`src/rtl/risc_v_pkg.sv`:
```
// Shared definitions for the write-back commit tracker: register file
// geometry and the default trace entry layout.
package risc_v_pkg;

    localparam int REG_ADDR_W = 5;
    localparam int NUM_REGS   = 32;
    localparam int DEF_XLEN   = 32;
    localparam int DEF_SEQW   = 16;

    // One retired register write as seen on the trace drain port.
    typedef struct packed {
        logic [REG_ADDR_W-1:0] rd;
        logic [DEF_XLEN-1:0]   data;
        logic [DEF_SEQW-1:0]   seq;
    } trace_entry_t;

endpackage

```
`src/rtl/trace_fifo.sv`:
```
// Synchronous FIFO of trace entries. Push side is a plain enable plus a
// full flag; pop side is valid/ready. The head is read straight from the
// storage array at rdPtr, so it only changes when an entry is popped.
// There is no fall-through: a push into an empty FIFO becomes visible on
// the following cycle.
//
// Handshake: an entry leaves the FIFO on a clock edge where valid and
// ready are both high; valid never depends on ready, and the head data is
// held stable while valid is high and ready is low.
module trace_fifo
    import risc_v_pkg::*;
#(
    parameter int  DEPTH   = 8,
    parameter type entry_t = trace_entry_t
) (
    input  logic                   clk,
    input  logic                   reset,
    input  logic                   push,
    input  entry_t                 pushData,
    output logic                   full,
    output logic                   valid,
    input  logic                   ready,
    output entry_t                 headData,
    output logic [$clog2(DEPTH):0] count
);

    localparam int AW = $clog2(DEPTH);
    localparam logic [AW:0] FULL_CNT = (AW+1)'(DEPTH);

    entry_t        mem [DEPTH];
    logic [AW-1:0] wrPtr;
    logic [AW-1:0] rdPtr;
    logic [AW:0]   cnt;
    logic          pop;
    logic          pushOk;

    assign valid    = (cnt != '0);
    assign full     = (cnt == FULL_CNT);
    assign pop      = valid && ready;
    // A push into a full FIFO is only legal when the head leaves in the same cycle.
    assign pushOk   = push && (!full || pop);
    assign headData = mem[rdPtr];
    assign count    = cnt;

    // Storage write; contents need no reset because cnt gates visibility.
    always_ff @(posedge clk) begin
        if (pushOk) begin
            mem[wrPtr] <= pushData;
        end
    end

    // Pointer and occupancy tracking; pointers wrap naturally (power-of-2 depth).
    always_ff @(posedge clk) begin
        if (!reset) begin
            wrPtr <= '0;
            rdPtr <= '0;
            cnt   <= '0;
        end else begin
            if (pushOk) begin
                wrPtr <= wrPtr + 1'b1;
            end
            if (pop) begin
                rdPtr <= rdPtr + 1'b1;
            end
            case ({pushOk, pop})
                2'b10:   cnt <= cnt + 1'b1;
                2'b01:   cnt <= cnt - 1'b1;
                default: cnt <= cnt;
            endcase
        end
    end

endmodule

```
`src/rtl/wb_commit_tracker.sv`:
```
// Passive observer of the CPU write-back stream. Mirrors the architectural
// register file, numbers every retired register write, and queues those
// writes for a trace drain port. It never stalls the pipeline: when the
// queue is full a commit is dropped, its sequence number is still consumed,
// and a sticky overflow flag records the loss.
module wb_commit_tracker
    import risc_v_pkg::*;
#(
    parameter int DEPTH = 8,
    parameter int XLEN  = DEF_XLEN,
    parameter int SEQW  = DEF_SEQW
) (
    input  logic                   clk,
    input  logic                   reset,
    input  logic                   RegWriteW,
    input  logic [REG_ADDR_W-1:0]  RdW,
    input  logic [XLEN-1:0]        ResultW,
    output logic                   trace_valid,
    input  logic                   trace_ready,
    output logic [REG_ADDR_W-1:0]  trace_rd,
    output logic [XLEN-1:0]        trace_data,
    output logic [SEQW-1:0]        trace_seq,
    output logic [$clog2(DEPTH):0] fifo_count,
    output logic                   overflow,
    input  logic                   ovf_clr,
    input  logic [REG_ADDR_W-1:0]  dbg_addr,
    output logic [XLEN-1:0]        dbg_data
);

    // Entry layout sized to this instance's data and sequence widths.
    typedef struct packed {
        logic [REG_ADDR_W-1:0] rd;
        logic [XLEN-1:0]       data;
        logic [SEQW-1:0]       seq;
    } entry_t;

    logic [XLEN-1:0] shadow [NUM_REGS];
    logic [SEQW-1:0] seq;
    logic            commit;
    logic            fifoFull;
    logic            pop;
    logic            push;
    entry_t          pushEntry;
    entry_t          headEntry;

    // Writes to x0 are architecturally invisible, so they are not commits.
    assign commit = RegWriteW && (RdW != '0);
    assign pop    = trace_valid && trace_ready;
    assign push   = commit && (!fifoFull || pop);

    assign pushEntry = '{rd: RdW, data: ResultW, seq: seq};

    trace_fifo #(
        .DEPTH   (DEPTH),
        .entry_t (entry_t)
    ) u_fifo (
        .clk      (clk),
        .reset    (reset),
        .push     (push),
        .pushData (pushEntry),
        .full     (fifoFull),
        .valid    (trace_valid),
        .ready    (trace_ready),
        .headData (headEntry),
        .count    (fifo_count)
    );

    assign trace_rd   = headEntry.rd;
    assign trace_data = headEntry.data;
    assign trace_seq  = headEntry.seq;

    // Shadow register file; entry 0 is never written and stays zero.
    always_ff @(posedge clk) begin
        if (!reset) begin
            for (int i = 0; i < NUM_REGS; i++) begin
                shadow[i] <= '0;
            end
        end else if (commit) begin
            shadow[RdW] <= ResultW;
        end
    end

    // Debug read port: no bypass, a new value shows up the cycle after its commit.
    always_comb begin
        dbg_data = '0;
        if (dbg_addr != '0) begin
            dbg_data = shadow[dbg_addr];
        end
    end

    // Sequence counter advances on every commit, dropped or not, so gaps expose loss.
    always_ff @(posedge clk) begin
        if (!reset) begin
            seq <= '0;
        end else if (commit) begin
            seq <= seq + 1'b1;
        end
    end

    // Sticky overflow: a fresh loss takes priority over a coincident clear.
    always_ff @(posedge clk) begin
        if (!reset) begin
            overflow <= 1'b0;
        end else if (commit && fifoFull && !pop) begin
            overflow <= 1'b1;
        end else if (ovf_clr) begin
            overflow <= 1'b0;
        end
    end

endmodule

```
`config.mk`:
```
export PLATFORM = sky130hd
export DESIGN_NAME = wb_commit_tracker
export DESIGN_NICKNAME = d
export VERILOG_FILES = /design/src/rtl/risc_v_pkg.sv /design/src/rtl/trace_fifo.sv /design/src/rtl/wb_commit_tracker.sv
export SDC_FILE = /design/constraint.sdc
export NUM_CORES = 2
export LEC_CHECK = 0
export ABC_AREA = 0
export CAP_MARGIN = 20
export CORE_ASPECT_RATIO = 0.9
export CORE_MARGIN = 1.5
export CORE_UTILIZATION = 35
export CTS_CLUSTER_SIZE = 30
export DETAILED_ROUTE_END_ITERATION = 10
export GPL_TIMING_DRIVEN = 0
export MAX_ROUTING_LAYER = met4
export PLACE_DENSITY = 0.54
export RECOVER_POWER = 100
export SLEW_MARGIN = 20
export SYNTH_ARGS = -nofsm -noshare
export SYNTH_HDL_FRONTEND = slang
export SYNTH_SLANG_ARGS = --single-unit
```
`constraint.sdc`:
```
create_clock -name clk -period 7.1 [get_ports clk]
set_clock_uncertainty 0.05 [all_clocks]
set_input_delay 1.065 -clock clk [delete_from_list [all_inputs] [get_ports clk]]
set_output_delay 1.065 -clock clk [all_outputs]
set_load 0.05 [all_outputs]
```
==> results by group <==
Outcome
  – Status: finished, violations left
  – Failing checks: max-capacitance violations, max-slew violations

Clock network
  – Worst-Skew Late Latency: ~0.8 ns
  – Post-CTS Resized: 0
  – CTS tree: done
  – H-tree levels: 4
  – Hold buffer count at CTS: 0
  – Worst-path clk slew: around 0.060 ns
  – Cts bufs inserted: about 160
  – Post-CTS setup buffers: 0
  – Root Driver: clkbuf_16
  – Clk buf depth: 3
  – Clock sink count: ~1.5k

Die
  – Die X: roughly 450 µm
  – Number of I/O pins: 138
  – Initial core utilization: between 30% and 40%
  – Die area: ~0.19 mm²
  – Num rows: 148
  – Die Y: roughly 410 µm
  – Core ar.: between 0.15 and 0.2 mm²

Global route
  – Tot GR Track Use: between 20% and 30%
  – Number of antenna violations at the first check in global routing: 28
  – Number of global-route vias before repair: around 35k
  – Pin count of the biggest net entering global routing: 33
  – First-pass GRT wire length: 284400 µm
  – Grt ovf: 0

Route
  – DR top layer: met4
  – Residual DRC: 0
  – Drt initial violations: 4391
  – Final wirelength: just over 200000 µm
  – Via count: 35.45k
  – Drt pass-1 iters: 6
  – Metal1 wirelength: about 90000 µm
  – Met3 wire length: approximately 15000 µm
  – DR WL met2: approximately 92000 µm
  – DR vias/cell: 5.348
  – Antenna viol nets, final: 0
  – Routed len/inst: between 30 and 40 µm

Power
  – Sw Ratio: approximately 27%
  – Cell Int Power: between 15000 and 20000 µW
  – NetSw: ~5700 µW
  – Maximum vdd drop: about 0.17 mV
  – P_leak: 0.02380 µW
  – Power Density: 288.3 mW/mm²
  – Clock power frac: a little under two fifths
  – Logic pwr share: 15.6%
  – Seq pwr share: between 40% and 50%

Synthesis
  – Ranking of synthesized cells by area: edfxtp_1 (68%), mux4_2 (13%), and2_1 (9.7%)
  – Mux share of post-synthesis cell area: between 10% and 20%
  – Cell count after synthesis: 3686
  – Seq cells post-synth: 1478
  – Post-synthesis xor/xnor area fraction: less than 1%
  – Simple-gate area share of the yosys netlist: a little under an eighth
  – Seq/Total Area, Yosys: ~69%
  – Area leader, netlist: edfxtp_1
  – Synth async-reset ratio: 0%
  – Number of synthesized flops with an enable pin: 1448
  – Ys Warns: 0
  – Largest family of logic cells by synthesized area: multiplexers
  – Yosys cell types: 47
  – Syn_area_per_cell: ~17 µm²
  – Synth Area in Adders: less than 1%
  – Post-synth top flop: edfxtp_1
  – Cell with the most instances after synthesis: edfxtp_1
  – Compound-cell area share of the yosys netlist: under 10%
  – Synth Cell Area: about 0.064 mm²
  – Post-synth top cells: edfxtp_1 (1448), and2_1 (993), mux4_2 (358)
  – Top cell type's share of synthesized area: 68.04%

Critical path
  – Crit path DAT: between 5 and 6 ns
  – CP delay by family, top: buffers and inverters
  – CP max stage cell: dlygate4sd3_1
  – Crit Path Category: primary input to output port
  – CP Cell Sequence: clkdlybuf4s50_1 -> clkbuf_1 -> nor2b_1 -> buf_2 -> a221oi_2 -> a21oi_1 -> dlygate4sd3_1
  – Crit path largest cell delay: just under 1 ns
  – Bufs and invs on worst path: 4
  – CP max FO: 10
  – Crit. End Element: output port
  – Critical Path Source Type: primary input
  – Critical Path RT: between 5 and 6 ns

STA
  – FMAX: approximately 150 MHz
  – Final setup fails: 0
  – Final Cycle Share: a little over nine tenths
  – Setup TNS: 0 ns
  – Final Hold Viols: 0
  – Fin crit period: roughly 6.7 ns
  – Final worst slack: 0.3800 ns
  – Actual slew at the worst max-slew pin: between 2 and 2.5 ns
  – RSZ-0062 raised after global routing: no
  – Slew headroom: -57.99%
  – Fin. max-slew vios: 431
  – WHS: ~0.43 ns

Place
  – I/O Buffers: around 130
  – DP HPWL: ~140000 µm
  – Placed Instances: about 6.3k
  – Setup WS pre-CTS: 0.5920 ns
  – GP Congestion: between 0.8 and 0.9

Layout
  – Non-Filler Instances: roughly 6.6k
  – Multi-input gate area in the final layout: between 0.015 and 0.02 mm²
  – Share of cells above drive strength 1: 17.50%
  – Final core utilization: about two fifths
  – Fill count: around 17k
  – Storage cell area: between 0.04 and 0.05 mm²
  – Syn-to-layout area delta: 15.17%
  – Fin nets: ~4.2k

Hold path
  – Worst hold path type: register to register

Run
  – Max cap viols: 29
## logic make-up (layout without fill, tap and decap cells)
kind of cell / count (synthesis) / in the layout
mux: 491 / 491
compound gates: 171 / 171
simple gates: 1188 / 1188
flops: 1478 / 1478
fa+ha+maj: 6 / 6
other cells: 1 / 40
xor+xnor: 18 / 18
buf+inv: 333 / 838
## sequential cells by signal (all words and copies together), names as in the netlist, named ones only
register	count
u_fifo.mem	424
seq	16
overflow	1
shadow	1024
u_fifo.count	4
u_fifo.rdPtr	3
u_fifo.wrPtr	3
## final cells by class
cell class	count	area share [%]
flip-flops and latches	1478	59.89
clock buffers	207	5.691
plain buffers	325	2.096
repair buffers	223	2.518
clock inverters	75	0.7428
diodes	8	0.02720
well taps	2400	4.080
multi-input cells	1906	24.91
inverters	8	0.04080
## routing by layer
metal | vias up | track usage [%]
li1 | 14790 | -
met1 | 18860 | 32.25
met5 | - | -
met4 | 0 | 7.093
met2 | 1504 | 33.53
met3 | 297 | 3.680
## worst reg2reg max path, delay by kind of cell, from the launching register on
| kind | cells | cell delay (ns) |
|---|---|---|
| flip-flops | 1 | 0.46 |
| buffers and inverters | 3 | 1.69 |
| AND/OR/NAND/NOR | 4 | 1.79 |
## power groups by stage
stage / combinational, µW / sequential, µW / clock [µW]
after detailed placement: 3530 / 10300 / 0
final: 3310 / 10100 / 7800
after global placement: 3380 / 10300 / 0
after global routing: 3450 / 10200 / 8200
after floorplan: 2110 / 10300 / 0
after CTS: 3540 / 10100 / 7910
## cells in the final DEF (no fill, tap or decap), types with 10 or more instances in the layout
cell type      synthesis  final
clkbuf_16              0    159
nand2_1               24     24
clkinv_1               0     43
xnor2_1               10     10
a21oi_1               52     52
dfxtp_1               30     30
nand3_1               13     13
edfxtp_1            1448   1448
nand2b_1              19     19
a221oi_2              16     16
conb_1                 1     32
nor2b_1               24     24
dlygate4sd3_1          0    119
buf_2                 46     44
a211o_1               14     14
nor3_1                17     21
nor2_1                74     74
a211oi_1              22     22
clkinv_2               0     12
mux4_2               358    358
and2_0                 0    525
mux2_2                72     72
mux2i_1               57     57
buf_6                 17     17
clkbuf_1             240    370
o21ai_0               36     30
and2_1               993    468
## through the flow
step / area, µm² / power (µW)
6_report: 73610 / 21220
5_1_grt: 73600 / 21800
4_1_cts: 75470 / 21560
3_5_place_dp: 70740 / 13820
3_3_place_gp: 68370 / 13720
2_1_floorplan: 64030 / 12400
## worst paths after layout
| check | cells after the start | slack, ns | endpoint | start |
|---|---|---|---|---|
| setup / recovery | 7 | 0.38 | dbg_data[22] | dbg_addr[3] |
| hold / removal | 2 | 0.43 | overflow | overflow |
| setup reg to reg | 7 | 2.75 | u_fifo.mem[5][18] | u_fifo.count[1] |
| hold reg to reg | 2 | 0.43 | overflow | overflow |
(Power assumes the default switching activity.)
